## src/rtl/fetch_sequencer.sv

```systemverilog
// Instruction-fetch controller: owns the PC, sequences fixed-latency reads of
// instruction memory and hands each instruction to decode over valid/ready.
module fetch_sequencer #(
    parameter logic [31:0] RESET_PC   = 32'h0000_3000,
    parameter int          IMEM_BYTES = 1024,
    parameter int          MEM_LAT    = 1
) (
    input  logic        clk,
    input  logic        rst_pc,
    output logic        imem_req,
    output logic [9:0]  imem_addr,
    input  logic [31:0] imem_rdata,
    output logic        if_valid,
    input  logic        id_ready,
    output logic [31:0] if_instr,
    output logic [31:0] if_pc,
    input  logic        redirect_valid,
    input  logic [31:0] redirect_target,
    output logic        fetch_fault,
    output logic [15:0] fetch_count
);

    localparam int          CNT_W   = $clog2(MEM_LAT + 1);
    localparam logic [31:0] LAST_PC = RESET_PC + 32'(IMEM_BYTES) - 32'd4;
    localparam logic [9:0]  BASE_LO = RESET_PC[9:0];

    typedef enum logic [2:0] {
        S_IDLE,
        S_ISSUE,
        S_WAIT,
        S_HOLD,
        S_FAULT
    } state_t;

    state_t             r_state;
    state_t             w_next;
    logic [31:0]        r_pc;
    logic [CNT_W-1:0]   r_wait;

    logic               w_active;
    logic               w_legal;
    logic               w_redir_ok;
    logic               w_redir_bad;
    logic               w_fire;
    logic               w_capture;
    logic [31:0]        w_pc_seq;

    assign w_active    = (r_state != S_FAULT);
    assign w_legal     = (redirect_target >= RESET_PC) && (redirect_target <= LAST_PC) &&
                         (redirect_target[1:0] == 2'b00);
    assign w_redir_ok  = redirect_valid && w_active && w_legal;
    assign w_redir_bad = redirect_valid && w_active && !w_legal;
    assign w_fire      = if_valid && id_ready;
    // A redirect in the data-return cycle drops the response instead of capturing it.
    assign w_capture   = (r_state == S_WAIT) && (r_wait == CNT_W'(1)) && !redirect_valid;
    assign w_pc_seq    = (r_pc == LAST_PC) ? RESET_PC : r_pc + 32'd4;
    assign imem_addr   = r_pc[9:0] - BASE_LO;

    always_ff @(posedge clk or posedge rst_pc) begin
        if (rst_pc) begin
            r_state <= S_IDLE;
        end else begin
            r_state <= w_next;
        end
    end

    always_comb begin
        w_next      = r_state;
        imem_req    = 1'b0;
        if_valid    = 1'b0;
        fetch_fault = 1'b0;
        case (r_state)
            S_IDLE:  w_next = S_ISSUE;
            S_ISSUE: begin
                imem_req = 1'b1;
                w_next   = S_WAIT;
            end
            S_WAIT: begin
                if (r_wait == CNT_W'(1)) w_next = S_HOLD;
            end
            S_HOLD: begin
                if_valid = !redirect_valid;
                if (id_ready && !redirect_valid) w_next = S_ISSUE;
            end
            S_FAULT: fetch_fault = 1'b1;
            default: w_next = S_IDLE;
        endcase
        if (w_redir_ok) begin
            w_next = S_ISSUE;
        end else if (w_redir_bad) begin
            w_next = S_FAULT;
        end
    end

    always_ff @(posedge clk or posedge rst_pc) begin
        if (rst_pc) begin
            r_pc        <= RESET_PC;
            r_wait      <= '0;
            if_instr    <= 32'd0;
            if_pc       <= RESET_PC;
            fetch_count <= 16'd0;
        end else begin
            if (w_redir_ok) begin
                r_pc <= redirect_target;
            end else if (w_fire) begin
                r_pc <= w_pc_seq;
            end
            if (w_fire) fetch_count <= fetch_count + 16'd1;
            if (r_state == S_ISSUE) begin
                r_wait <= CNT_W'(MEM_LAT);
            end else if (r_state == S_WAIT && r_wait != '0) begin
                r_wait <= r_wait - CNT_W'(1);
            end
            if (w_capture) begin
                if_instr <= imem_rdata;
                if_pc    <= r_pc;
            end
        end
    end

endmodule

```

## config.mk

```make
export PLATFORM = sky130hd
export DESIGN_NAME = fetch_sequencer
export DESIGN_NICKNAME = d
export VERILOG_FILES = /design/src/rtl/fetch_sequencer.sv
export SDC_FILE = /design/constraint.sdc
export NUM_CORES = 1
export LEC_CHECK = 0
export BUFFER_PORTS_ARGS = -buffer_cell sky130_fd_sc_hd__buf_4
export CORE_MARGIN = 2
export CORE_UTILIZATION = 50
export CTS_CLUSTER_SIZE = 16
export DETAILED_ROUTE_END_ITERATION = 8
export PLACE_DENSITY = 0.9
export SYNTH_ARGS = -nofsm -noshare
export SYNTH_HDL_FRONTEND = slang
export SYNTH_SLANG_ARGS = --single-unit
```

## constraint.sdc

```tcl
create_clock -name clk -period 4.35 [get_ports clk]
set_input_delay 0.87 -clock clk [delete_from_list [all_inputs] [get_ports clk]]
set_output_delay 0.87 -clock clk [all_outputs]
set_load 0.005 [all_outputs]
```

==> results <==
- The number of DRC violations after detailed-routing iteration 0 is 383.
- The number of pins with negative max-slew slack in the final report is 0.
- Global routing used 23.8% of the available tracks.
- In the final layout, the multi-input gates occupy 2110 sq um.
- The CTS clock-pin slew for the worst setup and hold paths is 0.05 ns.
- The internal power contribution is 0.00189 W.
- The non-filler instance count after layout is 745.
- The design draws 0.00239 W.
- From bottom edge to top edge, the die measures 106 um.
- The netlist uses 45 different library cells.
- After detailed routing, the total wire length is 12800 um.
- The run finished with clean final reports.
- The detailed-route vias per instance is 5.72.
- The clock network burns 51.9% of the power.
- In the synthesized netlist the async set-or-reset flop fraction comes to 100%.
- Yosys printed 0 warnings.
- The post-route clock period utilization is 60.5%.
- The count of buffers added on input and output ports is 160.
- The share of layout cells above drive strength 1 is 44.5%.
- The combinational fraction of design power is 3.0%.
- The number of nets still failing antenna checks after routing is 0.
- The finished cells cover 6980 sq um.
- Buffers inserted during clock tree synthesis total 17.
- The time the worst path needs with I/O delays and setup is 2.63 ns.
- The worst-margin pin slew is 1.00 ns.
- IR analysis of the VDD net gives a maximum drop of 0.230 mV.
- The number of nets handed over by synthesis was 515.
- The number of top-level pins is 161.
- For this run, design rule violations remaining after detail routing come to 0.
- Sequential cells burn 45.2% of the power.
- The flip-flop and latch count after synthesis is 116.
- The antenna diode count is 0.
- The most used flip-flop cell after synthesis is sky130_fd_sc_hd__dfrtp_1.
- The number of buffers inserted by hold repair at cts is 0.
- The net switching power figure is 0.000500 W.
- The via count of the first global-routing pass is 4257.
- Once the clock tree was built, the resizer swapped 0 gates to a different size.
- The initial antenna violation count is 0.
- The number of standard cells after synthesis is 445.
- Summed over all nets, the half-perimeter wirelength after detailed placement is 9010 um.
- Static timing analysis puts the maximum clock frequency at 380 MHz.
- In this run the mean area of a mapped cell was 11.7 sq um.
- The clock latency of the later-clocked register in the worst-skew pair is 0.51 ns.
- The total grt overflow is 0.
- The data arrival time at the worst-slack endpoint is 2.96 ns.
- Sorting the synthesized cells by area gives the leading types as sky130_fd_sc_hd__dfrtp_1, sky130_fd_sc_hd__mux2_2, sky130_fd_sc_hd__xnor2_1.
- The library cell used as clock root buffer is sky130_fd_sc_hd__clkbuf_8.
- The pin count of the biggest net entering global routing is 67.
- STA classifies the critical path startpoint as a register.
- Setup violations remaining at the end of the flow were counted as 0.
- The die is 106 um wide.
- The worst register-to-register path has a depth of 6.
- The compound-gate portion of the synthesized area is 5.21%.
- The synthesized design contains 0 enable-type register cells.
- The count of maximum capacitance violations is 0.
- The share of synthesized area occupied by flip-flops and latches is 56.0%.
- The die outline area is 11200 sq um.
- The combinational family with the most area after synthesis is simple AND/OR/NAND/NOR gates.
- In this run, placement finished with an instance count of 716.
- The portion of synthesized cell area occupied by the leading cell type is 54.0%.
- The portion of synthesized area spent on multiplexers is 14.3%.
- The count of vias placed by the detailed router is 4262.
- The synthesized netlist devotes 0.482% of its cell area to adder and majority cells.
- The critical path class is reg2reg.
- The cell accounting for the most synthesized area is sky130_fd_sc_hd__dfrtp_1.
- The total standard cell area after synthesis is 5190 sq um.
- The number of fill cells in the layout is 749.
- The power density relative to cell area is 343 nW/um^2.
- The worst pin sits at a relative slew slack of 32.9%.
- The post-CTS setup buffer count is 0.
- The maximum level of the CTS H-tree is 4.
- The average wire length per cell after detail routing is 17.2 um.
- The number of buffers on the longest clock path is 2.
- At the end of routability-driven placement, the weighted congestion stood at 0.930.
- In the final timing run, aggregate negative setup slack is 0 ns.
- After Yosys synthesis, XOR and XNOR cells account for 4.56% of the synthesized area.
- TritonCTS built the clock tree.
- The biggest fanout along the worst timing path is 14.
- After floorplanning, the core was divided into 37 placement rows.
- The type of the tightest min-delay check is reg2reg.
- The leakage power figure is 3.53 nW.
- The number of nets in the finished design is 669.
- The hold violation count in the final report is 0.
- The growth of design area from synthesis to finish is 34.5%.
- Hold timing on the final database bottoms out at a slack of 0.487 ns.
- The fraction of the mapped netlist area in simple logic gates is 16.0%.
- The total number of clock tree sinks is 116.
- The area of the core region is 10200 sq um.
- STA classifies the critical path endpoint as a register.
- The number of instances on the worst hold path is 1.
- The number of detailed-routing iterations run before antenna repair is 7.
- The starting density of the core is 50.9%.
- The switching share of power is 20.9%.
- In this run the cell area measured after placement is 6450 sq um.
- Between clock sinks in the finished design, the worst skew comes to 0.0126 ns.
- Setup repair after global routing left no endpoint under its margin.
- Data on the critical path is required at its endpoint by 4.68 ns.
- The sequential cells in the finished layout cover a total of 2910 sq um.
- The wire length of the first global-routing pass is 21000 um.
kinds of logic after synthesis:
group	count (synthesis)
muxes	66
xor gates and xnor gates	27
buffers and inverters	35
AOI/OAI and AO/OA	47
DFF	116
and+or+nand+nor	152
adders and majority gates	2
cell type report:
class | instances | area share (%)
sequential | 116 | 41.7
tap | 136 | 2.44
inverter | 4 | 0.251
clock inverter | 10 | 1.24
timing repair buffer | 166 | 17.9
clock buffer | 19 | 6.33
multi-input combinational | 294 | 30.2
cell usage in the layout (no fill, tap or decap), types with 11 or more instances in the layout:
cell and n:
sky130_fd_sc_hd__buf_4 166, sky130_fd_sc_hd__dfrtp_1 112, sky130_fd_sc_hd__mux2_2 64, sky130_fd_sc_hd__nand2_1 36, sky130_fd_sc_hd__nor2_1 25, sky130_fd_sc_hd__o21ai_0 17
sky130_fd_sc_hd__a21oi_1 17, sky130_fd_sc_hd__nand3_1 16, sky130_fd_sc_hd__xnor2_1 16, sky130_fd_sc_hd__clkbuf_16 16, sky130_fd_sc_hd__nand4_1 15, sky130_fd_sc_hd__and3_1 12
sky130_fd_sc_hd__xor2_1 11
power groups by stage:
stage	Clock [W]	Sequential, W	Combinational [W]
after floorplan	0	0.00110	0.0000175
after global routing	0.00131	0.00108	0.0000785
after global placement	0	0.00110	0.0000699
after detailed placement	0	0.00110	0.0000725
final	0.00124	0.00108	0.0000706
after CTS	0.00126	0.00108	0.0000726
flip-flops by register name, indices dropped and copies added (netlist names):
| register | flops |
|---|---|
| fetch_count | 16 |
| if_pc | 32 |
| r_wait | 1 |
| r_pc | 32 |
| if_instr | 32 |
| r_state | 3 |
synth_stat cells, types with 3 or more instances:
cell,instances
sky130_fd_sc_hd__a31oi_1,3
sky130_fd_sc_hd__o21ai_0,17
sky130_fd_sc_hd__nor3b_1,3
sky130_fd_sc_hd__nor4_1,8
sky130_fd_sc_hd__a21oi_1,17
sky130_fd_sc_hd__dfrtp_1,112
sky130_fd_sc_hd__nand3_1,16
sky130_fd_sc_hd__nor3_1,5
sky130_fd_sc_hd__dfstp_2,4
sky130_fd_sc_hd__mux2_2,64
sky130_fd_sc_hd__nand2_1,36
sky130_fd_sc_hd__o211ai_1,3
sky130_fd_sc_hd__and3_1,12
sky130_fd_sc_hd__buf_4,10
sky130_fd_sc_hd__and4_1,7
sky130_fd_sc_hd__nand3b_1,3
sky130_fd_sc_hd__nand4_1,15
sky130_fd_sc_hd__or3_1,4
sky130_fd_sc_hd__xnor2_1,16
sky130_fd_sc_hd__inv_1,4
sky130_fd_sc_hd__clkbuf_1,16
sky130_fd_sc_hd__nor2_1,25
sky130_fd_sc_hd__xor2_1,11
sky130_fd_sc_hd__or4_1,4
sky130_fd_sc_hd__nor2b_1,3
worst paths after layout:
| kind | endpoint | slack, ns | from |
|---|---|---|---|
| min in group asynchronous | fetch_count[3] | 0.53 | rst_pc |
| worst min register to register | fetch_count[15] | 0.49 | fetch_count[15] |
| max in group asynchronous | if_instr[6] | 2.94 | rst_pc |
| worst max register to register | r_pc[9] | 1.72 | r_pc[19] |
| worst min-delay path | fetch_count[15] | 0.49 | fetch_count[15] |
| worst max-delay path | r_pc[9] | 1.72 | r_pc[19] |
layer usage:
layer	share of wire, %	wire [um]	track usage, %	vias to the layer above
met3	7.3	932	5.81	59
met4	3.3	417	8.65	0
met5	0	0	0	-
li1	-	-	-	1893
met1	39	5010	30.1	2076
met2	50	6430	39.8	234
worst max-delay path: stages (launching register included):
cell,delay (ns)
sky130_fd_sc_hd__dfrtp_1,0.45
sky130_fd_sc_hd__or4_1,0.52
sky130_fd_sc_hd__or4_4,0.46
sky130_fd_sc_hd__nor3_4,0.51
sky130_fd_sc_hd__nor2b_1,0.12
sky130_fd_sc_hd__o211ai_1,0.20
sky130_fd_sc_hd__o311ai_0,0.19
metrics by stage:
| step | util, % | setup slack (ns) |
|---|---|---|
| 6_report | 68.5 | 1.72 |
| 5_1_grt | 68.5 | 1.56 |
| 3_3_place_gp | 63.3 | 1.46 |
| 4_1_cts | 68.5 | 1.76 |
| 3_5_place_dp | 63.3 | 1.33 |
| 2_1_floorplan | - | 0.414 |
No activity file was read; power rests on OpenSTA's default activity.
